==> config.mk <==
export PLATFORM = sky130hd
export DESIGN_NAME = key_event_gen
export DESIGN_NICKNAME = d
export VERILOG_FILES = /design/src/rtl/key_event_gen.sv
export SDC_FILE = /design/constraint.sdc
export NUM_CORES = 1
export LEC_CHECK = 0
export CAP_MARGIN = 0
export CORE_ASPECT_RATIO = 1.25
export CORE_MARGIN = 2
export CORE_UTILIZATION = 55
export CTS_CLUSTER_SIZE = 20
export DETAILED_ROUTE_END_ITERATION = 10
export GPL_ROUTABILITY_DRIVEN = 0
export PLACE_DENSITY = 0.73
export RECOVER_POWER = 50
export SLEW_MARGIN = 5
export SYNTH_ARGS = -nofsm -noshare
export SYNTH_HDL_FRONTEND = slang
export SYNTH_SLANG_ARGS = --single-unit
==> constraint.sdc <==
create_clock -name clk -period 5.4 [get_ports clk]
set_input_delay 1.08 -clock clk [delete_from_list [all_inputs] [get_ports clk]]
set_output_delay 1.08 -clock clk [all_outputs]
set_load 0.02 [all_outputs]
==> src/rtl/key_event_gen.sv <==
// Debounced key event generator: press pulse (plus auto-repeat), release pulse
// and held level from one synchronized key input. One instance per button.
//
// state       | meaning
// ------------+-------------------------------------------------------------
// IDLE        | key released and stable, waiting for a 1 sample
// DEB_PRESS   | counting consecutive 1 samples toward an accepted press
// HELD_WAIT   | pressed; waiting out the initial hold delay (or repeat off)
// HELD_REPEAT | pressed; emitting repeat pulses every REPEAT_CYCLES
// DEB_RELEASE | pressed; counting consecutive 0 samples toward a release
module key_event_gen #(
  parameter int DEBOUNCE_CYCLES = 4,
  parameter int HOLD_CYCLES     = 16,
  parameter int REPEAT_CYCLES   = 8,
  parameter int CNT_W           = 16
) (
  input  logic clk,
  input  logic reset,
  input  logic key_sync,
  input  logic repeat_en,
  output logic press,
  output logic release_pulse,
  output logic held
);

  typedef enum logic [2:0] {
    IDLE        = 3'd0,
    DEB_PRESS   = 3'd1,
    HELD_WAIT   = 3'd2,
    HELD_REPEAT = 3'd3,
    DEB_RELEASE = 3'd4
  } state_t;

  localparam logic             DEB_ONE = (DEBOUNCE_CYCLES == 1);
  localparam logic [CNT_W-1:0] DEB_LD  = CNT_W'(DEBOUNCE_CYCLES - 1);
  localparam logic [CNT_W-1:0] HOLD_LD = CNT_W'(HOLD_CYCLES);
  localparam logic [CNT_W-1:0] RPT_LD  = CNT_W'(REPEAT_CYCLES);
  localparam logic [CNT_W-1:0] ONE     = CNT_W'(1);
  localparam logic [CNT_W-1:0] ZERO    = '0;

  state_t           state, state_nxt, held_base;
  logic [CNT_W-1:0] deb_cnt, deb_nxt;
  logic [CNT_W-1:0] rpt_cnt, rpt_nxt;
  logic             org_rpt, org_nxt;
  logic             held_step, rpt_fire;
  logic             press_nxt, release_nxt, held_nxt;

  // Both timers are down-counters holding "samples/cycles still to go";
  // terminal count is 1, and they bottom out at 0 rather than wrapping.
  always_ff @(posedge clk) begin
    if (reset) begin
      state         <= IDLE;
      deb_cnt       <= ZERO;
      rpt_cnt       <= ZERO;
      org_rpt       <= 1'b0;
      press         <= 1'b0;
      release_pulse <= 1'b0;
      held          <= 1'b0;
    end else begin
      state         <= state_nxt;
      deb_cnt       <= deb_nxt;
      rpt_cnt       <= rpt_nxt;
      org_rpt       <= org_nxt;
      press         <= press_nxt;
      release_pulse <= release_nxt;
      held          <= held_nxt;
    end
  end

  always_comb begin
    state_nxt = state;
    deb_nxt   = deb_cnt;
    rpt_nxt   = rpt_cnt;
    org_nxt   = org_rpt;
    held_step = 1'b0;
    rpt_fire  = 1'b0;
    held_base = (state == DEB_RELEASE) ? (org_rpt ? HELD_REPEAT : HELD_WAIT) : state;

    case (state)
      IDLE: begin
        if (key_sync) begin
          if (DEB_ONE) begin
            state_nxt = HELD_WAIT;
            deb_nxt   = ZERO;
            rpt_nxt   = HOLD_LD;
          end else begin
            state_nxt = DEB_PRESS;
            deb_nxt   = DEB_LD;
          end
        end
      end
      DEB_PRESS: begin
        if (!key_sync) begin
          state_nxt = IDLE;
          deb_nxt   = ZERO;
        end else if (deb_cnt <= ONE) begin
          state_nxt = HELD_WAIT;
          deb_nxt   = ZERO;
          rpt_nxt   = HOLD_LD;
        end else begin
          deb_nxt = deb_cnt - ONE;
        end
      end
      HELD_WAIT, HELD_REPEAT: begin
        if (!key_sync) begin
          if (DEB_ONE) begin
            state_nxt = IDLE;
            deb_nxt   = ZERO;
            rpt_nxt   = ZERO;
          end else begin
            state_nxt = DEB_RELEASE;
            deb_nxt   = DEB_LD;
            org_nxt   = (state == HELD_REPEAT);
          end
        end else begin
          held_step = 1'b1;
        end
      end
      DEB_RELEASE: begin
        if (key_sync) begin
          // bounce back: this edge counts as a normal held-state cycle
          held_step = 1'b1;
          deb_nxt   = ZERO;
        end else if (deb_cnt <= ONE) begin
          state_nxt = IDLE;
          deb_nxt   = ZERO;
          rpt_nxt   = ZERO;
        end else begin
          deb_nxt = deb_cnt - ONE;
        end
      end
      default: begin
        state_nxt = IDLE;
        deb_nxt   = ZERO;
        rpt_nxt   = ZERO;
      end
    endcase

    if (held_step) begin
      if (!repeat_en) begin
        state_nxt = HELD_WAIT;
        rpt_nxt   = HOLD_LD;
      end else if (rpt_cnt <= ONE) begin
        rpt_fire  = 1'b1;
        state_nxt = HELD_REPEAT;
        rpt_nxt   = RPT_LD;
      end else begin
        state_nxt = held_base;
        rpt_nxt   = rpt_cnt - ONE;
      end
    end
  end

  always_comb begin
    press_nxt   = rpt_fire ||
                  ((state_nxt == HELD_WAIT) && ((state == IDLE) || (state == DEB_PRESS)));
    release_nxt = (state_nxt == IDLE) &&
                  ((state == HELD_WAIT) || (state == HELD_REPEAT) || (state == DEB_RELEASE));
    held_nxt    = (state_nxt == HELD_WAIT) || (state_nxt == HELD_REPEAT) ||
                  (state_nxt == DEB_RELEASE);
  end

endmodule

==> reports/qor.txt <==
First-pass GRT wire length -> 8.17 mm
Adder-cell area share of the yosys netlist -> 2.20%
Dpl hpwl -> 3.34 mm
Worst Path Buf+Inv -> 1
Critical Path Source -> reset
Post-DRT Antenna Nets -> 0
Min setup slack post-route -> 1550 ps
Slew headroom -> -2.93%
Switching Share -> 40.1%
Most common cell after layout, fill and taps aside -> dfxtp_1
# port buffers -> 6
Fmax achieved -> 260 MHz
Crit-path slowest cell -> a211oi_1
Max incr delay on CP -> 1250 ps
Hold Crit Class -> reg -> reg
Post-synth EDFFs -> 0
CP Launch Type -> primary input
Number of synthesized register bits -> 39
Syn avg cell area -> 7.95 sq um
Clock period minus worst slack -> 3850 ps
WL/cell -> 13.9 um
Initial antenna violation count -> 0
Pwr Density -> 462 mW/mm^2
Clock power frac -> 22.3%
Hold endpoint -> org_rpt$_SDFFE_PP0P_
# setup viols final -> 0
Synth cell types -> 47
Async S/R FF share, synth -> 0%
RSZ-0062 raised after global routing -> false
Hold_sp -> org_rpt$_SDFFE_PP0P_
WHS -> 475 ps
# diodes -> 0
H-tree depth -> 2
Layout area overhead -> 7.15%
Vias in the first global route -> 1944
Post-cts resize count -> 0
Failing checks -> capacitance limit, slew limit
Die Span Y -> 75.9 um
DRT iter0 DRCs -> 100
Worst flop-to-flop path endpoint -> deb_cnt[8]$_SDFFE_PP0P_
Routed Wire Length -> 4.75 mm
CP arrival -> 3970 ps
Net Switching -> 0.451 mW
# IOs -> 7
Leakage -> 0.875 nW
Setup TNS -> 0 ps
Worst vdd ir -> 0.253 mV
Family with the most delay on the worst path -> compound AO/OA/AOI/OAI gates
Final core occ -> 60.4%
Largest family of logic cells by synthesized area -> simple AND/OR/NAND/NOR gates
Kind of critical path -> in -> reg
Sequential share of power -> 33.9%
All-layer global routing usage -> 21.9%
Worst-path cell chain -> dlygate4sd3_1 -> nand2b_1 -> nor3b_1 -> a211oi_1 -> nor2_1
TritonCTS Buffers -> 5
Gate power share -> 43.8%
Vias/cell -> 5.91
Nets -> 293
Worst Path Required -> 5520 ps
Longest Clk Path Bufs -> 2
Period utilization -> 71.3%
Sequential share of the synthesized area -> 34.3%
CTS tree -> yes
Core footprint -> 0.00403 sq mm
Vias after detailed routing -> 2021
Mapped Nets -> 294
Largest net degree at the start of global routing -> 26
FF-to-FF setup slack -> 2110 ps
CTS Hold Bufs -> 0
GR Overflow Total -> 0
Share of layout cells above drive strength 1 -> 6.29%
Tightest Pin Transition -> 1530 ps
Reg2reg start -> deb_cnt[4]$_SDFFE_PP0P_
Cell count of the worst hold path -> 2
DRC violations left -> 0
Fin. max-slew vios -> 15
Worst Setup Slack post-DPL -> 1760 ps
Synth Area in Compound Gates -> 20.6%
Result of the run -> complete, but fails checks
Initial core utilization -> 56.4%
Synth Warn # -> 0
Ys flop type -> dfxtp_1
Cell Area, Synth -> 0.00227 sq mm
Initial DRT Pass Iterations -> 4
Worst-Skew Late Latency -> 290 ps
Internal power -> 0.674 mW
Final hold viol count -> 0
Die area -> 0.00467 sq mm
Critical path endpoint category -> flip-flop
Simple-gate share of the synthesized area -> 30.5%
Max-cap violations -> 1
Die X -> 61.5 um
Post-CTS Setup Bufs -> 0
Leading cell types in the layout, fill and taps excluded -> dfxtp_1 (39), nor2_1 (33), a21oi_1 (25)
Post-synthesis mux area share -> 0.440%
Post-Syn Instances -> 286
Clk_skew -> 5.66 ps
XOR/XNOR share of the synthesized area -> 6.16%
Clock-pin slew on the worst setup and hold paths -> 80 ps
CTS root buf -> clkbuf_8
Crit path max fanout -> 25
Worst-case reg-to-reg path depth -> 5
CTS Sinks -> 39
Row count -> 26
[cells in the mapped netlist (2+ instances only)]
cell	count	share of area, %
nor4_1	6	1.7
nand3b_1	3	0.99
nor2_1	33	5.4
ha_1	4	2.2
nor3b_1	4	1.3
inv_1	13	2.1
nand2_1	16	2.6
xor2_1	15	5.8
o21ai_0	18	4.0
buf_6	2	0.99
a31oi_1	5	1.4
nor3_1	16	3.5
or4_4	2	0.99
nand3_1	6	1.3
a21boi_0	2	0.66
nand4_1	4	1.1
nor2b_1	6	1.7
a211oi_1	12	4.0
nor4_2	2	1.1
or4_1	5	1.7
and2_1	2	0.55
a21oi_1	25	5.5
nand4b_1	6	2.3
o21bai_1	3	0.99
clkbuf_1	9	1.5
dfxtp_1	39	34
buf_2	4	0.88
nand2b_1	5	1.4
[flip-flops by register name (all words and copies together) (netlist names)]
signal         count
deb_cnt           16
held               1
org_rpt            1
press              1
release_pulse      1
rpt_cnt           16
state              3
[final cells by class]
cell class | instances | area [sq um]
multi-input combinational | 218 | 1350
tap | 56 | 70.1
timing repair buffer | 8 | 75.1
sequential | 39 | 781
fill | 390 | 1600
clock inverter | 2 | 35.0
inverter | 13 | 48.8
clock buffer | 6 | 82.6
[per-stage QoR]
stage / cell area (sq um) / std cells / total power [mW]
finish: 2440 / 342 / 1.13
global placement: 2340 / 334 / 0.883
floorplan: 2270 / 286 / 0.796
CTS: 2450 / 342 / 1.14
detailed placement: 2340 / 334 / 0.888
global route: 2440 / 342 / 1.22
[worst min-delay path: cells and delay by family, from the launching register on]
kind | cells | cell delay (ps)
flip-flops | 1 | 310
AO/OA/AOI/OAI | 2 | 120
[cells by family (layout without fill, tap and decap cells)]
kind of cell / Yosys count / in the layout
flip-flops: 39 / 39
XOR/XNOR: 16 / 16
AND/OR/NAND/NOR: 122 / 122
adder cells (fa/ha/maj): 4 / 4
buffers and inverters: 29 / 29
AO/OA/AOI/OAI: 75 / 75
multiplexers: 1 / 1
[power by group through the flow]
stage	sequential, mW	clock, mW	combinational, mW
global placement	0.387	0	0.496
floorplan	0.374	0	0.422
detailed placement	0.387	0	0.500
finish	0.382	0.251	0.492
global route	0.389	0.271	0.555
CTS	0.381	0.256	0.505
[worst max-delay path by stage]
stage,endpoint,slack (ps),cells after the start
2_1_floorplan,rpt_cnt[3]$_SDFFE_PP0P_,2900,7
3_3_place_gp,deb_cnt[5]$_SDFFE_PP0P_,1840,7
3_5_place_dp,deb_cnt[8]$_SDFFE_PP0P_,1760,5
4_1_cts,deb_cnt[8]$_SDFFE_PP0P_,2070,5
5_1_grt,deb_cnt[10]$_SDFFE_PP0P_,1270,5
6_report,deb_cnt[8]$_SDFFE_PP0P_,1550,5
[metal layers]
layer / track usage, % / routed length, um
met3: 4.61 / 92
met2: 37.8 / 2480
met5: 0 / 0
met4: 7.23 / 77
met1: 25.8 / 2100
No activity file was read; power rests on OpenSTA's default activity.
